==> src/rtl/vending_pkg.sv <==
// Shared definitions for the vending machine: service/coin/item codes, coin values,
// collector state encoding and the held-value helper.
package vending_pkg;

    localparam logic [1:0] SERVICE_OFF  = 2'b00;
    localparam logic [1:0] SERVICE_ON   = 2'b01;
    localparam logic [1:0] SERVICE_BUSY = 2'b10;

    localparam logic [1:0] NTD_50 = 2'b00;
    localparam logic [1:0] NTD_10 = 2'b01;
    localparam logic [1:0] NTD_5  = 2'b10;
    localparam logic [1:0] NTD_1  = 2'b11;

    localparam logic [7:0] COIN_VAL_50 = 8'd50;
    localparam logic [7:0] COIN_VAL_10 = 8'd10;
    localparam logic [7:0] COIN_VAL_5  = 8'd5;
    localparam logic [7:0] COIN_VAL_1  = 8'd1;

    localparam logic [1:0] ITEM_NONE = 2'b00;
    localparam logic [1:0] ITEM_A    = 2'b01;
    localparam logic [1:0] ITEM_B    = 2'b10;
    localparam logic [1:0] ITEM_C    = 2'b11;

    typedef enum logic [2:0] {
        StIdle,
        StCollect,
        StIssue,
        StWaitDone,
        StRefund
    } collector_state_e;

    // Counts saturate at 3, so the sum tops out at 198 and fits in 8 bits.
    function automatic logic [7:0] coin_value(input logic [1:0] c50, input logic [1:0] c10,
                                              input logic [1:0] c5, input logic [1:0] c1);
        return (8'(c50) * COIN_VAL_50) + (8'(c10) * COIN_VAL_10) +
               (8'(c5) * COIN_VAL_5) + (8'(c1) * COIN_VAL_1);
    endfunction

endpackage

==> src/rtl/coin_collector_if.sv <==
// Coin slot / item select / core handoff / refund bundle of the coin collector.
// The collector is the slave; the environment (slot, keypad, core) is the master.
interface coin_collector_if;
    import vending_pkg::*;

    logic       coinValid;
    logic [1:0] coinType;
    logic       itemSelValid;
    logic [1:0] itemSel;
    logic       cancel;
    logic [1:0] serviceTypeIn;
    logic [1:0] coinInNTD_50;
    logic [1:0] coinInNTD_10;
    logic [1:0] coinInNTD_5;
    logic [1:0] coinInNTD_1;
    logic [1:0] itemTypeIn;
    logic       coinAccept;
    logic       coinReject;
    logic       refundValid;
    logic [1:0] refundNTD_50;
    logic [1:0] refundNTD_10;
    logic [1:0] refundNTD_5;
    logic [1:0] refundNTD_1;
    logic [7:0] pendingValue;
    logic       busy;

    modport master (
        output coinValid, coinType, itemSelValid, itemSel, cancel, serviceTypeIn,
        input  coinInNTD_50, coinInNTD_10, coinInNTD_5, coinInNTD_1, itemTypeIn,
        input  coinAccept, coinReject, refundValid,
        input  refundNTD_50, refundNTD_10, refundNTD_5, refundNTD_1, pendingValue, busy
    );

    modport slave (
        input  coinValid, coinType, itemSelValid, itemSel, cancel, serviceTypeIn,
        output coinInNTD_50, coinInNTD_10, coinInNTD_5, coinInNTD_1, itemTypeIn,
        output coinAccept, coinReject, refundValid,
        output refundNTD_50, refundNTD_10, refundNTD_5, refundNTD_1, pendingValue, busy
    );

endinterface

==> src/rtl/coin_counter_sat.sv <==
// 2-bit saturating counter: holds at 3, synchronous clear wins over increment.
module coin_counter_sat (
    input  logic       clk,
    input  logic       reset,
    input  logic       i_inc,
    input  logic       i_clr,
    output logic [1:0] o_count,
    output logic       o_full
);

    logic [1:0] r_count;

    always_ff @(posedge clk) begin
        if (reset) begin
            r_count <= 2'd0;
        end else if (i_clr) begin
            r_count <= 2'd0;
        end else if (i_inc && !o_full) begin
            r_count <= r_count + 2'd1;
        end
    end

    assign o_count = r_count;
    assign o_full  = (r_count == 2'd3);

endmodule

==> src/rtl/coin_collector.sv <==
// Coin collector front end: counts coins per denomination, hands the batch to the core
// on item selection, and refunds on cancel or inactivity timeout.
module coin_collector
    import vending_pkg::*;
#(
    parameter int unsigned TIMEOUT_CYCLES = 16,
    parameter int unsigned TMR_W          = 8
) (
    input logic             clk,
    input logic             reset,
    coin_collector_if.slave io_bus
);

    localparam logic [TMR_W-1:0] TMR_LAST = TMR_W'(TIMEOUT_CYCLES - 1);

    collector_state_e r_state, w_state_nxt;
    logic [TMR_W-1:0] r_timer, w_timer_nxt;
    logic [1:0]       r_item, w_item_nxt;
    logic             r_coin_accept, r_coin_reject;

    logic [1:0] w_cnt [4];
    logic [3:0] w_full;
    logic [3:0] w_inc;
    logic       w_open, w_accept, w_reject, w_sel, w_handoff, w_clr, w_refund;

    assign w_open    = (r_state == StIdle) || (r_state == StCollect);
    assign w_accept  = io_bus.coinValid && w_open && !w_full[io_bus.coinType];
    assign w_reject  = io_bus.coinValid && !w_accept;
    assign w_sel     = io_bus.itemSelValid && (io_bus.itemSel != ITEM_NONE);
    assign w_handoff = (r_state == StIssue) && (io_bus.serviceTypeIn == SERVICE_ON);
    assign w_refund  = (r_state == StRefund);
    assign w_clr     = w_handoff || w_refund;

    // Counter index equals the coin type code (0=NTD50 .. 3=NTD1).
    for (genvar g = 0; g < 4; g++) begin : g_cnt
        assign w_inc[g] = w_accept && (io_bus.coinType == 2'(g));
        coin_counter_sat u_cnt (
            .clk    (clk),
            .reset  (reset),
            .i_inc  (w_inc[g]),
            .i_clr  (w_clr),
            .o_count(w_cnt[g]),
            .o_full (w_full[g])
        );
    end

    always_ff @(posedge clk) begin
        if (reset) begin
            r_state       <= StIdle;
            r_timer       <= '0;
            r_item        <= ITEM_NONE;
            r_coin_accept <= 1'b0;
            r_coin_reject <= 1'b0;
        end else begin
            r_state       <= w_state_nxt;
            r_timer       <= w_timer_nxt;
            r_item        <= w_item_nxt;
            r_coin_accept <= w_accept;
            r_coin_reject <= w_reject;
        end
    end

    always_comb begin
        w_state_nxt = r_state;
        w_timer_nxt = '0;
        w_item_nxt  = ITEM_NONE;
        case (r_state)
            StIdle: begin
                if (w_sel) begin
                    w_state_nxt = StIssue;
                end else if (w_accept) begin
                    w_state_nxt = StCollect;
                end
            end
            StCollect: begin
                if (!w_accept && (r_timer != TMR_LAST)) begin
                    w_timer_nxt = r_timer + 1'b1;
                end
                // Cancel outranks selection; timeout only fires on an otherwise quiet cycle.
                if (io_bus.cancel) begin
                    w_state_nxt = StRefund;
                end else if (w_sel) begin
                    w_state_nxt = StIssue;
                end else if (!w_accept && (r_timer == TMR_LAST)) begin
                    w_state_nxt = StRefund;
                end
            end
            StIssue: begin
                if (w_handoff) begin
                    w_state_nxt = StWaitDone;
                end else if (io_bus.cancel) begin
                    w_state_nxt = StRefund;
                end
            end
            StWaitDone: begin
                if (io_bus.serviceTypeIn == SERVICE_OFF) begin
                    w_state_nxt = StIdle;
                end
            end
            StRefund: begin
                w_state_nxt = StIdle;
            end
            default: begin
                w_state_nxt = StIdle;
            end
        endcase
        if (w_state_nxt == StIssue) begin
            w_item_nxt = (r_state == StIssue) ? r_item : io_bus.itemSel;
        end
    end

    assign io_bus.coinInNTD_50 = w_cnt[0];
    assign io_bus.coinInNTD_10 = w_cnt[1];
    assign io_bus.coinInNTD_5  = w_cnt[2];
    assign io_bus.coinInNTD_1  = w_cnt[3];
    assign io_bus.itemTypeIn   = r_item;
    assign io_bus.coinAccept   = r_coin_accept;
    assign io_bus.coinReject   = r_coin_reject;
    assign io_bus.refundValid  = w_refund;
    assign io_bus.refundNTD_50 = w_refund ? w_cnt[0] : 2'b00;
    assign io_bus.refundNTD_10 = w_refund ? w_cnt[1] : 2'b00;
    assign io_bus.refundNTD_5  = w_refund ? w_cnt[2] : 2'b00;
    assign io_bus.refundNTD_1  = w_refund ? w_cnt[3] : 2'b00;
    assign io_bus.pendingValue = coin_value(w_cnt[0], w_cnt[1], w_cnt[2], w_cnt[3]);
    assign io_bus.busy         = (r_state == StIssue) || (r_state == StWaitDone) || w_refund;

endmodule

==> src/flat_wrapper.sv <==
// flat-port wrapper written by rule: the top's interface ports become plain ports
module coin_collector_flat import vending_pkg::*;
#(
    parameter int unsigned TIMEOUT_CYCLES = 16,
    parameter int unsigned TMR_W          = 8
)
  (clk, reset, io_bus_coinValid, io_bus_coinType, io_bus_itemSelValid, io_bus_itemSel, io_bus_cancel, io_bus_serviceTypeIn, io_bus_coinInNTD_50, io_bus_coinInNTD_10, io_bus_coinInNTD_5, io_bus_coinInNTD_1, io_bus_itemTypeIn, io_bus_coinAccept, io_bus_coinReject, io_bus_refundValid, io_bus_refundNTD_50, io_bus_refundNTD_10, io_bus_refundNTD_5, io_bus_refundNTD_1, io_bus_pendingValue, io_bus_busy);
  coin_collector_if io_bus_i ();
  input logic clk;
  input logic reset;
  input wire logic [$bits(io_bus_i.coinValid)-1:0] io_bus_coinValid;
  input wire logic [$bits(io_bus_i.coinType)-1:0] io_bus_coinType;
  input wire logic [$bits(io_bus_i.itemSelValid)-1:0] io_bus_itemSelValid;
  input wire logic [$bits(io_bus_i.itemSel)-1:0] io_bus_itemSel;
  input wire logic [$bits(io_bus_i.cancel)-1:0] io_bus_cancel;
  input wire logic [$bits(io_bus_i.serviceTypeIn)-1:0] io_bus_serviceTypeIn;
  output wire logic [$bits(io_bus_i.coinInNTD_50)-1:0] io_bus_coinInNTD_50;
  output wire logic [$bits(io_bus_i.coinInNTD_10)-1:0] io_bus_coinInNTD_10;
  output wire logic [$bits(io_bus_i.coinInNTD_5)-1:0] io_bus_coinInNTD_5;
  output wire logic [$bits(io_bus_i.coinInNTD_1)-1:0] io_bus_coinInNTD_1;
  output wire logic [$bits(io_bus_i.itemTypeIn)-1:0] io_bus_itemTypeIn;
  output wire logic [$bits(io_bus_i.coinAccept)-1:0] io_bus_coinAccept;
  output wire logic [$bits(io_bus_i.coinReject)-1:0] io_bus_coinReject;
  output wire logic [$bits(io_bus_i.refundValid)-1:0] io_bus_refundValid;
  output wire logic [$bits(io_bus_i.refundNTD_50)-1:0] io_bus_refundNTD_50;
  output wire logic [$bits(io_bus_i.refundNTD_10)-1:0] io_bus_refundNTD_10;
  output wire logic [$bits(io_bus_i.refundNTD_5)-1:0] io_bus_refundNTD_5;
  output wire logic [$bits(io_bus_i.refundNTD_1)-1:0] io_bus_refundNTD_1;
  output wire logic [$bits(io_bus_i.pendingValue)-1:0] io_bus_pendingValue;
  output wire logic [$bits(io_bus_i.busy)-1:0] io_bus_busy;
  assign io_bus_i.coinValid = io_bus_coinValid;
  assign io_bus_i.coinType = io_bus_coinType;
  assign io_bus_i.itemSelValid = io_bus_itemSelValid;
  assign io_bus_i.itemSel = io_bus_itemSel;
  assign io_bus_i.cancel = io_bus_cancel;
  assign io_bus_i.serviceTypeIn = io_bus_serviceTypeIn;
  assign io_bus_coinInNTD_50 = io_bus_i.coinInNTD_50;
  assign io_bus_coinInNTD_10 = io_bus_i.coinInNTD_10;
  assign io_bus_coinInNTD_5 = io_bus_i.coinInNTD_5;
  assign io_bus_coinInNTD_1 = io_bus_i.coinInNTD_1;
  assign io_bus_itemTypeIn = io_bus_i.itemTypeIn;
  assign io_bus_coinAccept = io_bus_i.coinAccept;
  assign io_bus_coinReject = io_bus_i.coinReject;
  assign io_bus_refundValid = io_bus_i.refundValid;
  assign io_bus_refundNTD_50 = io_bus_i.refundNTD_50;
  assign io_bus_refundNTD_10 = io_bus_i.refundNTD_10;
  assign io_bus_refundNTD_5 = io_bus_i.refundNTD_5;
  assign io_bus_refundNTD_1 = io_bus_i.refundNTD_1;
  assign io_bus_pendingValue = io_bus_i.pendingValue;
  assign io_bus_busy = io_bus_i.busy;
  coin_collector #(.TIMEOUT_CYCLES(TIMEOUT_CYCLES), .TMR_W(TMR_W)) u_core (.clk(clk), .reset(reset), .io_bus(io_bus_i));
endmodule
==> config.mk <==
export PLATFORM = sky130hd
export DESIGN_NAME = coin_collector_flat
export DESIGN_NICKNAME = d
export VERILOG_FILES = /design/src/rtl/vending_pkg.sv /design/src/rtl/coin_collector_if.sv /design/src/rtl/coin_counter_sat.sv /design/src/rtl/coin_collector.sv /design/src/flat_wrapper.sv
export SDC_FILE = /design/constraint.sdc
export NUM_CORES = 1
export LEC_CHECK = 0
export CORE_MARGIN = 4
export CORE_UTILIZATION = 53
export CTS_CLUSTER_SIZE = 10
export DETAILED_ROUTE_END_ITERATION = 6
export PLACE_DENSITY = 0.95
export RECOVER_POWER = 50
export SYNTH_ARGS = -nofsm -noshare
export SYNTH_HDL_FRONTEND = slang
export SYNTH_HIERARCHICAL = 1
export SYNTH_SLANG_ARGS = --single-unit
==> constraint.sdc <==
create_clock -name clk -period 5.5 [get_ports clk]
set_input_delay 0.55 -clock clk [delete_from_list [all_inputs] [get_ports clk]]
set_output_delay 0.55 -clock clk [all_outputs]
set_load 0.005 [all_outputs]
* Yosys cells after proc, flatten, opt, wreduce, memory -nomap -nowiden
Index checks and enable logic that the tools add are counted.
** Storage, ports and cells
- Register bits after elaboration :: 23
- Input bits :: 11
- Logic and storage cells :: 86
** Cells by class
- Add/subtract/negate cells :: 8
- Multipliers :: 3
- $lt $le $gt $ge :: 1
- Equal/unequal tests :: 15
- Muxes and demuxes :: 15
- Bitwise logic cells :: 3
- Reductions and logical operators :: 32
** Operators by type and width (count)
- $mux 3 :: 8
- $logic_and 1x1->1 :: 15
- $eq 2x2->1 const B :: 6
- $pmux 3 s4 :: 1
- $mul 2x3->5 const B :: 2
- $eq 3x2->1 const B :: 3
- $add 2x1->2 const B :: 4
- $add 8x1->8 const B :: 1
- $add 8x2->8 :: 1
- $add 8x5->8 :: 1
- $add 8x6->8 :: 1
- $eq 8x4->1 const B :: 1
- $mux 2 :: 4
- $ne 8x4->1 const B :: 1
- $mul 2x5->7 const B :: 1
- $logic_not 1->1 :: 6
- $eq 2x1->1 const B :: 2
- $logic_not 2->1 :: 2
- $logic_or 1x1->1 :: 4
- $reduce_or 2->1 :: 2
- $eq 3x1->1 const B :: 1
- $eq 3x3->1 const B :: 1
- $logic_not 3->1 :: 1
- $lt 2x3->1 const B :: 1
- other kinds (5) :: 7

* Depth between registers and ports, before layout
- Word-level depth :: 14
- Mapped depth :: 9
- Mapped depth without buffers :: 9

* Cells and area by module
The synthesis kept the hierarchy.
** Modules (own cells, without submodules)
- coin_collector :: instances 1, cells an instance 154, area an instance 1276.2 um^2
- coin_counter_sat :: instances 4, cells an instance 8, area an instance 105.1 um^2

* Least setup slack after synthesis
No wires, ideal clock.
- Path type :: register to output
- From :: register u_core.g_cnt[2].u_cnt.r_count[0]
- To :: output port io_bus_pendingValue[7]
- Arrival time :: 2.131 ns
- Path slack :: 2.819 ns
- Cell stages (with the launch flop) :: 8
- Cells stage by stage :: dfxtp_1 -> ha_1 -> fa_1 -> ha_1 -> nand3_1 -> o211ai_1 -> nor3_1 -> a311o_1
** Between the ends
- Longest elaborated chain between the ends :: 3
** RTL lines
- from (decl) :: line coin_counter_sat.sv:11 : logic [1:0] r_count;
- from (signal assigned) :: line coin_counter_sat.sv:19 : r_count <= r_count + 2'd1;
- $mul 2x3->5 :: line vending_pkg.sv:36 : (8'(c5) * COIN_VAL_5) + (8'(c1) * COIN_VAL_1);
- $add 8x5->8 :: line vending_pkg.sv:35 : return (8'(c50) * COIN_VAL_50) + (8'(c10) * COIN_VAL_10) +
- $add 8x2->8 :: line vending_pkg.sv:36
- to (decl) :: line flat_wrapper.sv:29 : output wire logic [$bits(io_bus_i.pendingValue)-1:0] io_bus_pendingValue;
Every way passes these cells.

* Worst setup path after layout
- From :: register u_core.g_cnt[2].u_cnt.r_count[1]
- To :: output port io_bus_pendingValue[7]
The elaborated chain is that of the path after synthesis.

==> impl_metrics.yaml <==
synthesis:
  seq_area_frac_synth_pct: 27.14
  synthCells: 186
  synth_cell_types: 40
  syn_area_per_cell_um2: 9.122
  syn-cell-area_mm2: 0.001697
  yosys_warnings: 6
  syn-num-nets: 219
  ys_seq_elements: 23
floorplanning:
  core_mm2: 0.003053
  die_h_um: 64.58
  initial_core_util_pct: 55.57
  core.rowCount: 20
  die_area_mm2: 0.004171
  io_pins: 41
  fp.dieW_um: 64.58
timing:
  finalWorstSetupSlack_ns: 1.770
  fmax_ghz: 0.2681
  max_slew_margin_pct: 4.098
  layout_worst_path_cycle_share_pct: 67.81
  rsz0062_at_grt: "false"
  period_minus_slack_ns: 3.730
  worstMarginPinSlew_ns: 1.402
  skew_ns: 0.0009582
  setup_viol: 0
  hold_violations: 0
  fin_setup_tns_ns: 0
  drv_slew: 0
placed_design:
  place_hpwl_um: 3182
  dp_slack_ns: 2.141
  place.gp.congestion: 0.8340
  dpl_cell_area_mm2: 0.002145
  port_buffers: 40
cts:
  cts_resized: 0
  postCtsSetupRepairBufs: 0
  clkSinkCount: 23
  clk_path_buf_depth: 2
  clk_pin_slew_worst_paths_ns: 0.13
  cts_root_buf: "clkbuf_4"
  cts_tree: "done"
  cts_buffers: 3
  h-tree-depth: 1
  ctsHoldBuffers: 0
  insertion_delay_ns: 0.31
routing:
  wl_per_cell_um: 14.18
  wl_um: 3870
  drc: 0
  drt-met1-wl_um: 1745
  wl_met2_um: 1937
  ant_nets: 0
  viasPerCell: 5.337
  drtPass1Iterations: 5
  dr.first_iter.drc_count: 72
  wl_met3_um: 122
  num_vias: 1457
  top_layer_used: "met4"
pwr:
  p_leak_nw: 0.9185
  power.density_mw_per_mm2: 163.6
  ir_worst_vdd_v: 0.0001574
cells_and_area:
  postLayoutCellArea_mm2: 0.002138
  n_antenna_cell: 0
  drive_gt1_share_pct: 8.297
  mostFrequentLayoutCells: "clkdlybuf4s50_1 (26), dfxtp_1 (23), nor2_1 (21), ha_1 (19)"
  area_delta_synth_final_pct: 26.03
  nets: 263
  layout_commonest_cell: "clkdlybuf4s50_1"
  fill_cells: 241
  fin_util_pct: 70.04
hold_path:
  hp-start: "u_core/io_bus.itemTypeIn[0]"
  min_path_cells: 2
  hold_end: "u_core/io_bus.itemTypeIn[0]"
  min_path_type: "reg2reg"
setup_path:
  required_ns: 4.95
  cp.arrival_ns: 3.18
  r2r_end: "u_core/g_cnt[1].u_cnt/o_count[1]"
  cp-end-kind: "output port"
  worstPathCellList: "ha_1 > inv_1 > fa_1 > inv_1 > ha_1 > a21oi_1 > o211ai_1 > nor3_1 > a311o_1 > clkdlybuf4s50_1"
  worstPathMaxFanout: 6
  crit_buf_inv: 3
  cp_slowest_stage_delay_ns: 0.52
  startpoint_type: "flop"
  r2r_cells: 7
  reg2reg_setup_slack_ns: 2.44
  cp_slowest_cell: "fa_1"
  critPathTopFamily: "adder cells"
  path_class: "reg2out"
  reg2reg_from: "u_core/g_cnt[0].u_cnt/o_count[0]"
global_route:
  grt_pass1_vias: 1447
  grt_overflow_total: 0
  grt_usage_pct: 20.42
  grt_antenna_before_repair: 0
  grt_pass1_wl_um: 6762
  grt_max_degree: 14
run_status:
  outcome: "finished clean"
run:
  maxCapViolations: 0
-- worst max-delay path by stage --
| stage | start | to | slack (ns) | cells past startpoint |
|---|---|---|---|---|
| 2_1_floorplan | u_core/g_cnt[2].u_cnt/o_count[0] | io_bus_pendingValue[7] | 2.82 | 7 |
| 3_3_place_gp | u_core/g_cnt[2].u_cnt/o_count[1] | io_bus_pendingValue[7] | 2.25 | 10 |
| 3_5_place_dp | u_core/g_cnt[2].u_cnt/o_count[1] | io_bus_pendingValue[7] | 2.14 | 10 |
| 4_1_cts | u_core/g_cnt[2].u_cnt/o_count[1] | io_bus_pendingValue[7] | 1.78 | 10 |
| 5_1_grt | u_core/g_cnt[2].u_cnt/o_count[1] | io_bus_pendingValue[7] | 1.60 | 10 |
| 6_report | u_core/g_cnt[2].u_cnt/o_count[1] | io_bus_pendingValue[7] | 1.77 | 10 |
-- layer usage --
layer	vias to the layer above	GRT usage [%]
met1	687	26.02
met5	-	0
met4	0	6.069
li1	734	-
met3	6	4.333
met2	30	34.54
-- worst register-to-register path, stage by stage, from the launching register on --
cell and delay [ns]:
dfxtp_1 0.46, ha_1 0.29, a2111oi_0 1.15, nand3_2 0.25
nor3b_1 0.31, nor2b_4 0.21, mux2i_1 0.22, nor3_2 0.05
-- cell usage after synthesis --
master     number  area share, %
nand3_2         1           0.59
a21oi_1         8            2.4
nor4b_1         1           0.52
and2_1          7            2.6
dfxtp_1        23             27
nor2b_4         4            3.2
and4_1          1           0.52
a21bo_2         1           0.59
nor2_1         21            4.6
inv_1          14            3.1
o2bb2ai_1       1           0.52
a2111oi_4       1            1.6
o211ai_1        4            1.8
o21bai_1        1           0.44
nand3_1         6            1.8
nand2b_1        2           0.74
o21a_1          1           0.44
or2b_2          1           0.52
ha_1           19             14
a311o_1         2            1.2
or2b_1          2           0.88
buf_4           1           0.44
mux2i_1         4            2.4
nand2_1         9            2.0
nor3b_1         3            1.3
a31oi_1         1           0.37
fa_1            3            3.5
nor3_1          4            1.2
a21boi_0        1           0.44
nor3_2          8            4.7
mux2_2          2            1.3
o21ai_0         4            1.2
nor4_1          1           0.37
a31o_2          1           0.52
and3_1          1           0.37
xor2_1          5            2.6
a32oi_1         1           0.52
nand3b_1        1           0.44
xnor2_1        11            5.7
nor2b_1         4            1.5
-- sequential cells by signal, indices dropped and copies added (netlist names) --
name and flops:
u_core/io_bus.coinReject 1, u_core/r_state 3, u_core/io_bus.coinAccept 1, u_core/io_bus.itemTypeIn 2, u_core/g_cnt.u_cnt/o_count 8, u_core/r_timer 8
-- through the flow --
step	std cells	hold WS [ns]	power (mW)
2_1_floorplan	186	0.4179	0.2355
3_3_place_gp	269	0.4343	0.2755
3_5_place_dp	269	0.4446	0.2795
4_1_cts	273	0.4622	0.3561
5_1_grt	273	0.4841	0.3717
6_report	273	0.4554	0.3498
-- power by group --
part           internal, mW  total [mW]  switching [mW]
clock network        0.0272      0.0789          0.0517
registers             0.173       0.183          0.0102
logic                0.0468      0.0876          0.0408
total                 0.247       0.350           0.103
-- cells by family after synthesis --
kind of cell / after synthesis / share of synthesized area, %
compound gates: 27 / 11.95
flops: 23 / 27.14
buf+inv: 15 / 3.540
xor+xnor: 16 / 8.259
mux: 6 / 3.687
simple gates: 77 / 27.88
fa+ha+maj: 22 / 17.55
-- final cells by class --
type / instances / area, um^2 / share of cell area (%)
multi-input cells: 148 / 1142 / 53.42
flip-flops and latches: 23 / 460.4 / 21.53
repair buffers: 40 / 400.4 / 18.72
well taps: 44 / 55.05 / 2.575
inverters: 14 / 52.55 / 2.458
clock buffers: 3 / 22.52 / 1.053
clock inverters: 1 / 5.005 / 0.2341
Note: power is estimated with default switching activity, not from simulation.
==> RTL edit: new RTL, config.mk and constraints unchanged <==
Make the reset (`reset`) asynchronous in 2 clocked blocks.
--- a/src/rtl/coin_counter_sat.sv
+++ b/src/rtl/coin_counter_sat.sv
@@ -11,5 +11,5 @@
     logic [1:0] r_count;
 
-    always_ff @(posedge clk) begin
+    always_ff @(posedge clk or posedge reset) begin
         if (reset) begin
             r_count <= 2'd0;
--- a/src/rtl/coin_collector.sv
+++ b/src/rtl/coin_collector.sv
@@ -45,5 +45,5 @@
     end
 
-    always_ff @(posedge clk) begin
+    always_ff @(posedge clk or posedge reset) begin
         if (reset) begin
             r_state       <= StIdle;
Behaviour: differs if reset is asserted again (counterexample within 4 cycles, from zero or initial values and one cycle with reset high); with reset held inactive, the same outputs for 4 cycles.
==> RTL edit against the original RTL <==
- the run now ends with capacitance limit, slew limit left
- setup slack worse by 130 ps
- sequential cell count stayed put
- wire length is 3.4% higher
- cell area is 8.8% higher
- area after synthesis is 9.8% higher
- register-to-register slack worse by 390 ps
- via count is 6.7% higher
- die area is 8.6% higher
- critical endpoint unchanged
Power is not compared: it rests on default switching activity, and its combinational part moved more than twofold at a synthesized area within 25%.
==> RTL edit: results (changes against the original RTL) <==
| Metric | Value |
|---|---|
| Outcome | complete, but fails checks |
| Failing checks | capacitance limit, slew limit |
| Pins over their slew limit | 9 (+9) |
| GRT Util Overall | 19.85% (-0.57 points) |
| Detailed-router iteration count before antenna repair | 4 (-1) |
| First-pass GRT wire length | 7.003 mm (+3.6%) |
| Vias per inst | 5.456 (+2.2%) |
| Met3 wire length | 183 um (+50%) |
| Setup Skew | 5.394 ps (+4.435 ps) |
| Fin nets | 273 (+3.8%) |
| Mux contribution to synthesized area | 4.903% (+1.2 points) |
| Seq/Total Area, Yosys | 30.89% (+3.8 points) |
| CP peak stage delay | 500 ps (-20 ps) |
| Met2 Wirelength | 1.986 mm (+2.5%) |
| Post-Synth XOR/XNOR Area | 5.641% (-2.6 points) |
| Vias in the first global route | 1569 (+8.4%) |
| GR Layer Usage met3 | 3.494% (-0.84 points) |
| Top cell type by total area after synthesis | dfrtp_1 |
| Relative max-transition margin | -22.43% (-27 points) |
| Share of layout cells above drive strength 1 | 6.695% (-1.6 points) |
| Largest net degree at the start of global routing | 17 (+3) |
| DP Area | 0.002316 mm2 (+8.0%) |
| Synth async-reset ratio | 100.0% (+100 points) |
| Met1 GRT Util | 25.52% (-0.49 points) |
| Critical path's slowest cell | clkdlybuf4s50_1 |
| Complex-gate fraction of the synthesized area | 8.462% (-3.5 points) |
| Max Cap Violations | 1 (+1) |
| Adder-cell share of the synthesized area | 15.98% (-1.6 points) |
| M1 wire length | 1.737 mm (-0.46%) |
| Met2 GRT Util | 32.52% (-2.0 points) |
| Commonest cells in the netlist | 25 x inv_1, 23 x dfrtp_1, 19 x ha_1, 19 x nor2_1, 8 x nor2b_1 |
| GP Congestion | 0.7510 (-10%) |
| Antenna cells | 0 (unchanged) |
[RTL edit: worst paths after layout]
check	slack, ps	cells past startpoint	end	start
min reg2reg	480	1	u_core/r_timer[0]$_DFF_PP0_	u_core/r_timer[0]$_DFF_PP0_
max in group asynchronous	4300	2	u_core/r_timer[2]$_DFF_PP0_	reset
max reg2reg	2050	6	u_core/g_cnt[2].u_cnt/o_count[0]$_DFFE_PP0P_	u_core/g_cnt[1].u_cnt/o_count[0]$_DFFE_PP0P_
max	1640	10	io_bus_pendingValue[7]	u_core/g_cnt[2].u_cnt/o_count[1]$_DFFE_PP0P_
min in group asynchronous	630	2	u_core/g_cnt[3].u_cnt/o_count[0]$_DFFE_PP0P_	reset
min	480	1	u_core/r_timer[0]$_DFF_PP0_	u_core/r_timer[0]$_DFF_PP0_
[RTL edit: cell families after synthesis]
family                     after synthesis
adders and majority gates               22
muxes                                    7
xor gates and xnor gates                12
and+or+nand+nor                         84
DFF                                     23
AOI/OAI and AO/OA                       22
buffers and inverters                   26
[RTL edit: power groups by stage]
stage / registers (uW) / logic (uW) / clock network (uW)
finish: 280 / 660 / 79.6
global route: 289 / 746 / 89.8
CTS: 281 / 682 / 81.8
detailed placement: 284 / 679 / 0
global placement: 280 / 645 / 0
floorplan: 262 / 386 / 0
[RTL edit: final cells by class]
cell class	count	area [um2]
clock buffer	3	22.52
clock inverter	1	7.507
fill	266	1036
inverter	25	93.84
multi-input combinational	147	1170
sequential	23	575.6
tap	46	57.56
timing repair buffer	40	400.4
[RTL edit: stage by stage]
stage / setup slack (ps) / utilization (%) / instances
2_1_floorplan: 2599 / - / 196
3_3_place_gp: 2050 / 68.86 / 281
3_5_place_dp: 1983 / 68.86 / 281
4_1_cts: 1619 / 69.75 / 285
5_1_grt: 1480 / 69.20 / 285
6_report: 1637 / 69.20 / 285
